## src/rtl/elbeth_trap_ctrl.sv

```systemverilog
// elbeth_trap_ctrl: trap/eret sequencer writing mepc/mcause and redirecting fetch
module elbeth_trap_ctrl #(
  parameter logic [11:0] CSR_MEPC_ADDR   = 12'h341,
  parameter logic [11:0] CSR_MCAUSE_ADDR = 12'h342,
  parameter logic [31:0] IRQ_CAUSE       = 32'h8000_000B
) (
  input  logic        clk,
  input  logic        rst,
  input  logic        id_valid,
  input  logic [31:0] id_pc,
  input  logic        id_illegal_instruction,
  input  logic [3:0]  id_except_src,
  input  logic        id_ecall,
  input  logic        id_ebreak,
  input  logic        id_eret,
  input  logic        ext_irq,
  input  logic        csr_mie,
  input  logic [1:0]  csr_prv,
  input  logic [31:0] csr_mtvec,
  input  logic [31:0] csr_mepc,
  output logic        trap_stall,
  output logic        trap_flush,
  output logic        trap_csr_we,
  output logic [11:0] trap_csr_addr,
  output logic [31:0] trap_csr_wdata,
  output logic        pc_redirect,
  output logic [31:0] pc_target
);
  typedef enum logic [2:0] {IDLE, SAVE_EPC, SAVE_CAUSE, REDIRECT, ERET} state_t;
  state_t state, state_d;
  logic [31:0] epc_q, cause_q, cause_d;
  logic irq, trap_ev, eret_ev, idle;
  assign idle    = state == IDLE;
  assign irq     = ext_irq & csr_mie;
  assign trap_ev = id_valid & (irq | id_illegal_instruction | id_ebreak | id_ecall);
  assign eret_ev = id_valid & id_eret & ~trap_ev;
  // Fixed priority: interrupt, illegal, ebreak, ecall
  assign cause_d = irq ? IRQ_CAUSE :
                   id_illegal_instruction ? {28'b0, id_except_src} :
                   id_ebreak ? 32'd3 : 32'd8 + {30'b0, csr_prv};
  always_ff @(posedge clk) begin
    if (rst) begin
      state   <= IDLE;
      epc_q   <= '0;
      cause_q <= '0;
    end else begin
      state <= state_d;
      if (idle && trap_ev) begin
        epc_q   <= id_pc;
        cause_q <= cause_d;
      end
    end
  end
  always_comb begin
    state_d        = IDLE;
    trap_stall     = 1'b0;
    trap_csr_we    = 1'b0;
    trap_csr_addr  = '0;
    trap_csr_wdata = '0;
    pc_redirect    = 1'b0;
    pc_target      = '0;
    trap_flush     = ~idle;
    case (state)
      IDLE: begin
        state_d    = trap_ev ? SAVE_EPC : eret_ev ? ERET : IDLE;
        trap_stall = trap_ev | eret_ev;
      end
      SAVE_EPC: begin
        state_d        = SAVE_CAUSE;
        trap_stall     = 1'b1;
        trap_csr_we    = 1'b1;
        trap_csr_addr  = CSR_MEPC_ADDR;
        trap_csr_wdata = epc_q;
      end
      SAVE_CAUSE: begin
        state_d        = REDIRECT;
        trap_stall     = 1'b1;
        trap_csr_we    = 1'b1;
        trap_csr_addr  = CSR_MCAUSE_ADDR;
        trap_csr_wdata = cause_q;
      end
      REDIRECT: begin
        pc_redirect = 1'b1;
        pc_target   = csr_mtvec & 32'hFFFF_FFFC;
      end
      ERET: begin
        pc_redirect = 1'b1;
        pc_target   = csr_mepc & 32'hFFFF_FFFC;
      end
      default: state_d = IDLE;
    endcase
  end
endmodule
```

## config.mk

```make
export PLATFORM = sky130hd
export DESIGN_NAME = elbeth_trap_ctrl
export DESIGN_NICKNAME = d
export VERILOG_FILES = /design/src/rtl/elbeth_trap_ctrl.sv
export SDC_FILE = /design/constraint.sdc
export NUM_CORES = 1
export LEC_CHECK = 0
export CORE_MARGIN = 5
export CORE_UTILIZATION = 30
export CTS_CLUSTER_SIZE = 10
export DETAILED_ROUTE_END_ITERATION = 10
export PLACE_DENSITY = 0.84
export RECOVER_POWER = 25
export SLEW_MARGIN = 20
export SYNTH_ARGS = -nofsm -noshare
export SYNTH_HDL_FRONTEND = slang
export SYNTH_SLANG_ARGS = --single-unit
```

## constraint.sdc

```tcl
create_clock -name clk -period 1.65 [get_ports clk]
set_clock_uncertainty 0.15 [all_clocks]
set_input_delay 0.2475 -clock clk [delete_from_list [all_inputs] [get_ports clk]]
set_output_delay 0.2475 -clock clk [all_outputs]
set_load 0.005 [all_outputs]
```

==> flow_metrics.env, run 1 <==
export IMPL_place_detailed_hpwl_um=7140
export IMPL_max_freq_mhz=523
export IMPL_clock_path_buffers=2
export IMPL_initial_core_util_pct=30.9
export IMPL_worst_setup_slack_after_layout_ns=-0.262
export IMPL_violations="setup timing"
export IMPL_antenna_found_initial=0
export IMPL_layout_cells_sized_above_1_pct=37.6
export IMPL_cellInternalPower_mw=2.20
export IMPL_hold_buf_count_cts=0
export IMPL_cts_root_buf="sky130_fd_sc_hd__clkbuf_8"
export IMPL_stdcell_area_um2=4960
export IMPL_place_congestion=0.851
export IMPL_synthesis_instances=273
export IMPL_drc=0
export IMPL_ios=191
export IMPL_cp_required_ns=1.71
export IMPL_die_y_um=99.2
export IMPL_design_final_nets=597
export IMPL_num_vias=2799
export IMPL_first_global_vias=3064
export IMPL_ant_nets=0
export IMPL_pwr_share_comb_pct=41.1
export IMPL_dp_cells=548
export IMPL_report_final_setup_viol=106
export IMPL_placed_area_um2=4340
export IMPL_route_detailed_vias_per_inst=4.75
export IMPL_grt_max_degree=50
export IMPL_portion_of_the_post_synthesis_area_used_by_sequential_elements_pct=33.6
export IMPL_pwr_share_clk_pct=22.3
export IMPL_synth_warning_count=0
export IMPL_synth_top_cells_by_area="sky130_fd_sc_hd__dfxtp_1, sky130_fd_sc_hd__mux2i_1, sky130_fd_sc_hd__a22o_1, sky130_fd_sc_hd__nand2_1, sky130_fd_sc_hd__and2_1"
export IMPL_worst_hold_startpoint="epc_q[14]"
export IMPL_diodes=0
export IMPL_tritoncts="built"
export IMPL_switchingPower_mw=0.845
export IMPL_route_detailed_wl_per_inst_um=17.5
export IMPL_route_final_wire_length_um=10300
export IMPL_total_leakage_power_nw=2.23
export IMPL_critPathCaptureType="flip-flop"
export IMPL_die_area_um2=9830
export IMPL_synth_top_cell_by_area="sky130_fd_sc_hd__dfxtp_1"
export IMPL_timing_final_hold_violations=0
export IMPL_layoutNonFillerInstCount=589
export IMPL_clock_sinks=40
export IMPL_cts_max_level=2
export IMPL_grt_use_total_pct=20.1
export IMPL_worstSetupPathType="reg -> reg"
export IMPL_fp_row_count=32
export IMPL_cts_clk_slew_worst_paths_ns=0.08
export IMPL_flow_area_growth_from_synthesis_pct=108
export IMPL_power_density_nw_per_um2=614
export IMPL_cts_buffers=5
export IMPL_worst_hold_path_num_cells=2
export IMPL_synth_seq_cells=40
export IMPL_crit_fanout=7
export IMPL_grt_first_pass_wirelength_um=15800
export IMPL_clock_insertion_delay_worst_skew_ns=0.28
export IMPL_synth_cell_types=32
export IMPL_synthDominantCellAreaShare_pct=33.6
export IMPL_chipWidth_um=99.2
export IMPL_numPortBuffers=177
export IMPL_rsz_0062_raised_after_global_routing="yes"
export IMPL_worstReg2RegEnd="epc_q[25]"
export IMPL_worst_r2r_setup_slack_ns=-0.26
export IMPL_firstDrtPassIters=4
export IMPL_fin_crit_sh_pct=116
export IMPL_status="finished, violations left"
export IMPL_core_region_area_um2=7730
export IMPL_max_cap_violations=0
export IMPL_max_vdd_ir_drop_v=0.000397
export IMPL_detailedRoute_firstIterationViolations=127
export IMPL_syn_area_um2=2380
export IMPL_min_period_ns=1.91
export IMPL_maxSlewViolCount=0
export IMPL_power_switching_share_pct=27.7
export IMPL_rr_startpoint="state[0]"
export IMPL_min_to="epc_q[14]"
export IMPL_cp_data_arrival_time_ns=1.98
export IMPL_reg2regPathDepth=6
export IMPL_critPathLaunchType="flip-flop"
export IMPL_worst_hold_path_type="reg -> reg"
export IMPL_average_cell_area_after_synthesis_um2=8.74
export IMPL_pwr_share_seq_pct=36.7
export IMPL_gr_total_overflow=0
## cell families (layout without fill, tap and decap cells)
group | Yosys count | in the layout | share of synthesized area [%]
AOI/OAI and AO/OA | 47 | 47 | 17.6
buffers and inverters | 35 | 241 | 9.81
DFF | 40 | 40 | 33.6
muxes | 34 | 34 | 14.3
other | 1 | 9 | 0.157
and+or+nand+nor | 116 | 116 | 24.6
## per-layer routing
metal / part of all wire (%) / GRT usage, % / routed length [um] / vias to the layer above
li1: - / - / - / 1359
met1: 36 / 22.2 / 3760 / 1304
met2: 54 / 37.4 / 5570 / 116
met3: 7.2 / 5.26 / 743 / 20
met4: 2.2 / 5.88 / 228 / 0
met5: 0 / 0 / 0 / -
## sequential cells by signal, indices dropped and copies added (netlist names)
register	count
epc_q	32
cause_q	5
state	3
## power groups by stage
stage	combinational [mW]	sequential (mW)	clock [mW]
final	1.25	1.12	0.678
after global routing	1.33	1.13	0.745
after CTS	1.20	1.11	0.698
after detailed placement	0.950	1.13	0
after global placement	0.923	1.12	0
after floorplan	0.438	1.11	0
## worst max-delay path, stage by stage (launching register included)
cell,delay [ns]
sky130_fd_sc_hd__dfxtp_4,0.37
sky130_fd_sc_hd__buf_4,0.16
sky130_fd_sc_hd__or4b_4,0.56
sky130_fd_sc_hd__nor2_8,0.14
sky130_fd_sc_hd__buf_12,0.13
sky130_fd_sc_hd__buf_12,0.13
sky130_fd_sc_hd__mux2i_1,0.20
## what timing repair did
item                       4_1_cts  5_1_grt
buffers inserted                26        0
pin swaps                       49       20
setup endpoints to repair      107      108
gates resized for setup        374       44
gates cloned                    13        0
## Yosys cell counts
cell type,count
sky130_fd_sc_hd__clkbuf_1,17
sky130_fd_sc_hd__mux2i_1,34
sky130_fd_sc_hd__a2111oi_4,1
sky130_fd_sc_hd__o21bai_1,2
sky130_fd_sc_hd__o21a_1,1
sky130_fd_sc_hd__a211oi_1,1
sky130_fd_sc_hd__inv_2,1
sky130_fd_sc_hd__a221oi_1,1
sky130_fd_sc_hd__and2_1,28
sky130_fd_sc_hd__nor4b_1,2
sky130_fd_sc_hd__nand4_1,2
sky130_fd_sc_hd__nor3b_2,1
sky130_fd_sc_hd__nor3b_1,2
sky130_fd_sc_hd__buf_12,3
sky130_fd_sc_hd__or3_2,1
sky130_fd_sc_hd__a21oi_1,1
sky130_fd_sc_hd__buf_4,12
sky130_fd_sc_hd__or2_2,3
sky130_fd_sc_hd__a22o_1,35
sky130_fd_sc_hd__o211a_1,1
sky130_fd_sc_hd__buf_6,1
sky130_fd_sc_hd__conb_1,1
sky130_fd_sc_hd__nor3_1,1
sky130_fd_sc_hd__nand2_1,71
sky130_fd_sc_hd__o21ai_0,1
sky130_fd_sc_hd__or4b_4,1
sky130_fd_sc_hd__dfxtp_1,40
sky130_fd_sc_hd__a31o_2,3
sky130_fd_sc_hd__nor2_8,1
sky130_fd_sc_hd__and3b_2,1
sky130_fd_sc_hd__buf_2,1
sky130_fd_sc_hd__nand2b_1,2
## worst max-delay path by stage
stage / startpoint / to / slack [ns] / depth (start not counted)
finish: state[0] / epc_q[25] / -0.26 / 6
global route: state[0] / trap_csr_wdata[12] / -0.34 / 6
CTS: state[2] / pc_target[19] / -0.33 / 5
detailed placement: csr_mie / trap_stall / -0.63 / 5
global placement: csr_mie / trap_stall / -0.59 / 5
floorplan: state[0] / epc_q[10] / -0.05 / 5
## placed cells by master (no fill, tap or decap), types with 2 or more instances in the layout
cell	count
sky130_fd_sc_hd__buf_6	59
sky130_fd_sc_hd__or2_4	2
sky130_fd_sc_hd__clkdlybuf4s50_1	100
sky130_fd_sc_hd__dfxtp_1	37
sky130_fd_sc_hd__clkdlybuf4s15_1	2
sky130_fd_sc_hd__buf_8	4
sky130_fd_sc_hd__nor4b_1	2
sky130_fd_sc_hd__dfxtp_4	3
sky130_fd_sc_hd__nor3b_4	3
sky130_fd_sc_hd__clkbuf_2	2
sky130_fd_sc_hd__nand4_1	2
sky130_fd_sc_hd__a22o_1	35
sky130_fd_sc_hd__clkbuf_8	6
sky130_fd_sc_hd__conb_1	9
sky130_fd_sc_hd__dlygate4sd2_1	3
sky130_fd_sc_hd__a31o_2	3
sky130_fd_sc_hd__buf_2	39
sky130_fd_sc_hd__buf_16	8
sky130_fd_sc_hd__buf_12	7
sky130_fd_sc_hd__buf_4	8
sky130_fd_sc_hd__mux2i_1	33
sky130_fd_sc_hd__and2_1	4
sky130_fd_sc_hd__and2_4	24
sky130_fd_sc_hd__o21bai_1	2
sky130_fd_sc_hd__nand2_1	71
## cell type report
type | instances | area [um^2]
inverter | 1 | 3.75
fill | 624 | 2760
multi-input combinational | 206 | 1530
sequential | 40 | 812
tap | 102 | 128
clock buffer | 7 | 86.3
timing repair buffer | 232 | 2400
clock inverter | 1 | 7.51
## stage by stage
step / setup TNS (ns) / hold slack [ns] / util (%) / worst slack, ns / power (mW)
2_1_floorplan: -1.37 / 0.167 / - / -0.0480 / 1.54
3_3_place_gp: -31.60 / 0.287 / 56.2 / -0.585 / 2.05
3_5_place_dp: -34.68 / 0.293 / 56.2 / -0.629 / 2.08
4_1_cts: -23.62 / 0.285 / 63.3 / -0.326 / 3.01
5_1_grt: -28.73 / 0.330 / 64.2 / -0.344 / 3.20
6_report: -21.76 / 0.309 / 64.2 / -0.262 / 3.05
(Power assumes the default switching activity.)
==> run 2: changes to the inputs <==
PLACE_DENSITY = 0.83   (was 0.84)
==> flow_metrics.env, run 2 (same netlist as run 1, synthesis figures left out) <==
export IMPL_max_cap_violations=0
export IMPL_die_y_um=99.2
export IMPL_maxSlewViolCount=0
export IMPL_route_detailed_wl_per_inst_um=16.8
export IMPL_worst_hold_path_type="in -> reg"
export IMPL_diodes=0
export IMPL_dp_cells=549
export IMPL_fin_crit_sh_pct=124
export IMPL_crit_fanout=5
export IMPL_route_final_wire_length_um=10100
export IMPL_antenna_found_initial=0
export IMPL_grt_max_degree=47
export IMPL_report_final_setup_viol=109
export IMPL_most_common_layout_cells="sky130_fd_sc_hd__clkdlybuf4s50_1, sky130_fd_sc_hd__nand2_1, sky130_fd_sc_hd__buf_6"
export IMPL_placed_area_um2=4350
export IMPL_grt_first_pass_wirelength_um=14700
export IMPL_worstReg2RegEnd="epc_q[23]"
export IMPL_first_global_vias=2859
export IMPL_hold_buf_count_cts=0
export IMPL_min_to="state[2]"
export IMPL_rsz_0062_raised_after_global_routing="yes"
export IMPL_clock_path_buffers=2
export IMPL_worst_hold_path_num_cells=3
export IMPL_min_period_ns=2.05
export IMPL_chipWidth_um=99.2
export IMPL_layoutNonFillerInstCount=601
export IMPL_flow_area_growth_from_synthesis_pct=114
export IMPL_layout_core_utilization_pct=66.1
export IMPL_stdcell_area_um2=5110
export IMPL_drc=0
export IMPL_timing_final_hold_violations=0
export IMPL_gr_total_overflow=0
export IMPL_worstSetupPathType="reg -> out"
export IMPL_ant_nets=0
export IMPL_status="finished, violations left"
export IMPL_total_leakage_power_nw=2.35
export IMPL_cp_data_arrival_time_ns=1.65
export IMPL_cp_required_ns=1.25
export IMPL_ios=191
export IMPL_grt_use_total_pct=18.6
export IMPL_largest_register_ff_count=32
export IMPL_place_detailed_hpwl_um=6700
export IMPL_critPathLaunchType="flip-flop"
export IMPL_setup_tns_final_ns=-31.12
export IMPL_fillers=598
export IMPL_tritoncts="built"
export IMPL_place_congestion=0.807
export IMPL_cts_clk_slew_worst_paths_ns=0.08
export IMPL_worst_hold_startpoint="id_valid"
export IMPL_whs_ns=0.212
export IMPL_cts_buffers=5
export IMPL_reg2regPathDepth=7
export IMPL_worst_r2r_setup_slack_ns=-0.35
export IMPL_initial_core_util_pct=30.9
export IMPL_cts_max_level=2
export IMPL_route_detailed_vias_per_inst=4.70
export IMPL_power_density_nw_per_um2=612
export IMPL_post_place_ws_ns=-0.633
export IMPL_cts_root_buf="sky130_fd_sc_hd__clkbuf_8"
export IMPL_largest_register="epc_q"
export IMPL_firstDrtPassIters=4
export IMPL_max_vdd_ir_drop_v=0.000430
export IMPL_top_regs="epc_q: 32 flops, cause_q: 5 flops, state: 3 flops"
export IMPL_critPathCaptureType="output port"
export IMPL_layout_cells_sized_above_1_pct=39.7
export IMPL_final_common_cell="sky130_fd_sc_hd__clkdlybuf4s50_1"
export IMPL_detailedRoute_firstIterationViolations=91
export IMPL_worst_setup_slack_after_layout_ns=-0.401
export IMPL_violations="setup timing"
export IMPL_fp_row_count=32
export IMPL_clock_sinks=40
export IMPL_numPortBuffers=177
export IMPL_rr_startpoint="state[0]"
export IMPL_design_final_nets=610
export IMPL_num_vias=2822
export IMPL_power_mw=3.12
export IMPL_core_region_area_um2=7730
export IMPL_die_area_um2=9830
export IMPL_clock_insertion_delay_worst_skew_ns=0.28
export IMPL_max_freq_mhz=488
[run 2: cell count changes in the layout (fill, tap and decap cells not counted), moves of 4 or more]
cell                             delta
sky130_fd_sc_hd__buf_16             -6
sky130_fd_sc_hd__dlymetal6s2s_1     +6
sky130_fd_sc_hd__clkbuf_2           +7
sky130_fd_sc_hd__buf_4              +6
sky130_fd_sc_hd__buf_12             +4
sky130_fd_sc_hd__buf_6              +8
sky130_fd_sc_hd__clkbuf_16          +4
sky130_fd_sc_hd__buf_2             -11
[run 2: what timing repair did]
action	CTS	global route
setup endpoints to repair	107	110
pin swaps	23	28
gates resized for setup	336	80
buffers inserted	28	14
cloned	6	6
[run 2: critical path, stage by stage, from the launching register on]
cell	delay, ns
sky130_fd_sc_hd__dfxtp_4	0.36
sky130_fd_sc_hd__buf_6	0.12
sky130_fd_sc_hd__nor3b_4	0.15
sky130_fd_sc_hd__buf_6	0.13
sky130_fd_sc_hd__buf_12	0.12
sky130_fd_sc_hd__or2_4	0.26
sky130_fd_sc_hd__buf_6	0.12
sky130_fd_sc_hd__buf_6	0.10
[run 2: final cells by class]
class	count	area (um^2)	share of cell area [%]
inverters	1	3.75	0.0735
repair buffers	245	2550	49.9
flip-flops and latches	40	812	15.9
clock buffers	5	68.8	1.35
well taps	102	128	2.50
multi-input cells	206	1530	30.0
clock inverters	2	12.5	0.245
[run 2: worst max path at each step]
| stage | startpoint | end | slack [ns] | cells after the start |
|---|---|---|---|---|
| final | state[0] | trap_csr_addr[6] | -0.40 | 7 |
| after global routing | state[0] | trap_csr_addr[6] | -0.44 | 7 |
| after CTS | state[0] | epc_q[16] | -0.42 | 8 |
| after detailed placement | csr_mie | trap_stall | -0.63 | 5 |
| after global placement | csr_mie | trap_stall | -0.59 | 5 |
| after floorplan | state[0] | epc_q[10] | -0.05 | 5 |
[run 2: power breakdown]
group | internal, mW | switching (mW)
clock | 0.286 | 0.338
combinational | 0.917 | 0.470
sequential | 1.05 | 0.0564
[run 2: per-layer routing]
layer | GRT usage (%) | share of wire, %
met3 | 4.91 | 6.2
met1 | 20.8 | 39
met5 | 0 | 0
met2 | 34.1 | 53
met4 | 5.99 | 1.9
==> RTL edit 1, RTL diff (config.mk and constraints of run 2) <==
Re-encode `state_t` (5 states) as one-hot, 5 bits wide.
--- a/src/rtl/elbeth_trap_ctrl.sv
+++ b/src/rtl/elbeth_trap_ctrl.sv
@@ -26,7 +26,7 @@
   output logic        pc_redirect,
   output logic [31:0] pc_target
 );
-  typedef enum logic [2:0] {IDLE, SAVE_EPC, SAVE_CAUSE, REDIRECT, ERET} state_t;
+  typedef enum logic [4:0] {IDLE = 5'b00001, SAVE_EPC = 5'b00010, SAVE_CAUSE = 5'b00100, REDIRECT = 5'b01000, ERET = 5'b10000} state_t;
   state_t state, state_d;
   logic [31:0] epc_q, cause_q, cause_d;
   logic irq, trap_ev, eret_ev, idle;
Function: no difference found for any inputs over 10 cycles, from zero or initial values and one cycle with rst high; not proved beyond that.
==> RTL edit 1 against run 2 <==
  * The run still ends with negative setup slack left
  * Global-route usage down 1.1 points
  * Synthesized area up 9.6%
  * Sequential cell count up 2
  * Sequential share of layout area up 0.69 points
  * Design area about the same
  * Worst setup slack worse by 0.13 ns
  * Synthesized cell count up 5.5%
  * Routed wire length up 2.9%
  * Total power down 16%
  * First-iteration DRC count down 40%
  * Highest routed layer unchanged
==> RTL edit 1: results (changes against run 2) <==
| Metric | Value |
|---|---|
| Power share of the clock group | 25.4% (+5.4 points) |
| Final Setup Violations | 111 (+1.8%) |
| Setup tns final | -41.05 ns (-9.93 ns) |
| Worst r2r path cells | 6 (-1) |
| Logic gate share of total power | 31.8% (-13 points) |
| Vias in the first global route | 2995 (+4.8%) |
| DP HPWL | 7320 um (+9.3%) |
| Max incr delay on CP | 0.40 ns (+0.04 ns) |
| Worst Hold Depth | 2 (-1) |
| First-pass GRT wire length | 14800 um (+0.47%) |
| RePlAce Congestion | 0.731 (-9.5%) |
| Sequential-to-total area share from yosys stat | 32.2% (-1.4 points) |
| Count of cell types in the netlist | 34 (+6.3%) |
| Hold Startpoint | rst |
| Final setup margin | -0.528 ns (-0.127 ns) |
| Number of standard cells in the final layout excluding fillers | 608 (+1.2%) |
| Routed wire length | 10400 um (+2.9%) |
| Outcome | complete, but fails checks |
| CP max stage cell | or3_4 |
| Worst r2r dst | cause_q[3]$_SDFFE_PP0P_ |
| Pwr/cell area | 517 nW/um2 (-15%) |
| Failing checks | negative setup slack |
| Filler cell count | 731 (+22%) |
| Synth area leaders | dfxtp_1, nand2b_1, mux2i_1 |
| Hold slack | 0.244 ns (+0.0326 ns) |
-- RTL edit 1: cell count changes after synthesis, moves of 4 or more --
cell	run 2	this run
nor2b_1	0	5
nand2b_1	2	66
nand2_1	71	5
and2_1	28	1
and3_1	0	27
buf_4	12	16
-- RTL edit 1: routing by layer --
layer | wire length, um | up-vias | track usage (%)
met5 | 0 | - | 0
met4 | 174 | 0 | 4.18
met3 | 976 | 14 | 4.29
met2 | 5520 | 124 | 33.5
met1 | 3700 | 1352 | 19.2
li1 | - | 1406 | -
-- RTL edit 1: area by class of cell --
type	instances	area, um2	area share, %
clock buffers	6	72.6	1.42
repair buffers	236	2270	44.5
clock inverters	2	13.8	0.270
flip-flops and latches	42	847	16.6
inverters	1	3.75	0.0735
well taps	108	135	2.65
multi-input cells	213	1760	34.5
-- RTL edit 1: cells by family (layout without fill, tap and decap cells) --
kind of cell,Yosys count,in the layout
mux,36,36
xor+xnor,1,1
compound gates,44,44
simple gates,123,123
flops,42,42
buf+inv,41,245
other cells,1,9
==> RTL edit 2, RTL diff (flow settings as in run 2) <==
Without the edit above. The parameter `IRQ_CAUSE` goes from 32'h8000_000B to 32'h80000000.
--- a/src/rtl/elbeth_trap_ctrl.sv
+++ b/src/rtl/elbeth_trap_ctrl.sv
@@ -2,7 +2,7 @@
 module elbeth_trap_ctrl #(
   parameter logic [11:0] CSR_MEPC_ADDR   = 12'h341,
   parameter logic [11:0] CSR_MCAUSE_ADDR = 12'h342,
-  parameter logic [31:0] IRQ_CAUSE       = 32'h8000_000B
+  parameter logic [31:0] IRQ_CAUSE       = 32'h80000000
 ) (
   input  logic        clk,
   input  logic        rst,
Formal check against the unedited RTL: not equivalent (Yosys sat finds a counterexample within 4 cycles, from zero or initial values and one cycle with rst high).
==> RTL edit 2 against run 2 <==
  * The run still ends with negative setup slack left
  * Worst setup slack improved by 0.075 ns
  * Sequential cell count unchanged
  * Global-route usage increased by 2.5 points
  * Synthesized cell count increased by 3.7%
  * Critical endpoint is now trap_csr_wdata[31]
  * Routed wire length increased by 11%
  * Worst hold slack improved by 0.10 ns
  * Final cell count decreased by 0.67%
  * Synthesized area decreased by 1.8%
  * Design area increased by 6.0%
  * Core utilization increased by 4.7 points
  * Total power increased by 12%
  * Largest cell class unchanged
==> RTL edit 2: results (changes against run 2) <==
| Metric | Value |
|---|---|
| Vias in the first global route | 3184 (+11%) |
| Pleak | 2.22 nW (-5.3%) |
| Initial DRC Count | 131 (+44%) |
| R2R Setup Slk | -0.32 ns (+0.03 ns) |
| Yosys warns | 0 (unchanged) |
| Met2 WL | 6010 um (+13%) |
| Net Sw Power | 1.03 mW (+19%) |
| Hold EP | epc_q[28]$_SDFFE_PP0P_ |
| Layout net count | 605 (-0.82%) |
| Largest net degree at the start of global routing | 41 (-13%) |
| Met1 Wirelength | 4210 um (+7.2%) |
| IR Drop Worst-Case VDD | 0.433 mV (+0.52%) |
| Worst r2r path cells | 7 (unchanged) |
| Setup tns final | -25.84 ns (+5.29 ns) |
| Seq area share | 15.0% (-0.90 points) |
| GRT Resource Usage Total | 21.1% (+2.5 points) |
| Hold Path Class | reg2reg |
| ANT cells | 0 (unchanged) |
| Synth area leaders | dfxtp_1, a22o_1, a21oi_1 |
| Worst Hold Depth | 2 (-1) |
| Synthesized instance count | 283 (+3.7%) |
| Mux cell area share after synthesis | 1.28% (-13 points) |
| Logic gate share of total power | 43.8% (-0.6 points) |
| Count of cell types in the netlist | 34 (+6.3%) |
| Placed cells | 551 (+0.36%) |
| Met2 Usage GRT | 40.7% (+6.6 points) |
| GR Util met1 | 22.6% (+1.8 points) |
| Area of the multi-input gates | 1840 um2 (+20%) |
| CP arrival | 1.58 ns (-0.07 ns) |
| Vias/cell | 5.13 (+9.2%) |
| Post-CTS sizing | 426 (+27%) |
| Hold slack | 0.313 ns (+0.101 ns) |
| Non-clock buffer share | 46.4% (-3.5 points) |
| Failing checks | negative setup slack |
| Filler cell count | 548 (-8.4%) |
| Root buffer cell | clkbuf_8 |
| Compound-Gate Fraction of Synth Area | 32.2% (+15 points) |
| DP HPWL | 6740 um (+0.55%) |
| Layout cells sized above 1 | 51.1% (+11 points) |
| Post-placement cell area | 4300 um2 (-1.2%) |
| Final clock-cell share | 2.24% (+0.65 points) |
| Post-place setup slack | -0.493 ns (+0.140 ns) |
| Top cells by count, synth | dfxtp_1, a21oi_1, a22o_1 |
| Met3 usage | 6.00% (+1.1 points) |
| Logic inverters | 0 (-1) |
| Worst r2r dst | epc_q[4]$_SDFFE_PP0P_ |
| Register share of total power | 31.8% (-3.8 points) |
| Bufs w/o clock | 239 (-2.4%) |
| Clk_buf instances | 6 (+1) |
| RePlAce Congestion | 0.785 (-2.8%) |
| Post-CTS Setup Inserts | 21 (-25%) |
| Outcome | complete, but fails checks |
| Final setup margin | -0.325 ns (+0.0754 ns) |
| First-pass GRT wire length | 16500 um (+12%) |
| Final Setup Violations | 108 (-0.92%) |
| Routed wire length | 11200 um (+11%) |
RTL edit 2: changes by cell type after synthesis, moves of 3 or more:
cell	delta
a21oi_1	+35
buf_2	+7
mux2i_1	-31
clkbuf_1	-4
nand2_1	-67
o21ai_1	+29
o21ai_0	+4
buf_6	+4
nand3_1	+32
nand2b_1	+4
clkbuf_2	+3
buf_12	-3
a31o_2	-3
RTL edit 2: how the worst max path moves through the flow:
stage / from / to / slack [ns] / depth (start not counted)
global placement: csr_mie / trap_stall / -0.51 / 5
CTS: state[2]$_SDFF_PP0_ / pc_target[7] / -0.30 / 5
finish: state[2]$_SDFF_PP0_ / trap_csr_wdata[31] / -0.33 / 6
floorplan: state[2]$_SDFF_PP0_ / epc_q[20]$_SDFFE_PP0P_ / -0.004 / 6
detailed placement: csr_mie / trap_stall / -0.49 / 5
global route: state[0]$_SDFF_PP0_ / epc_q[4]$_SDFFE_PP0P_ / -0.35 / 7
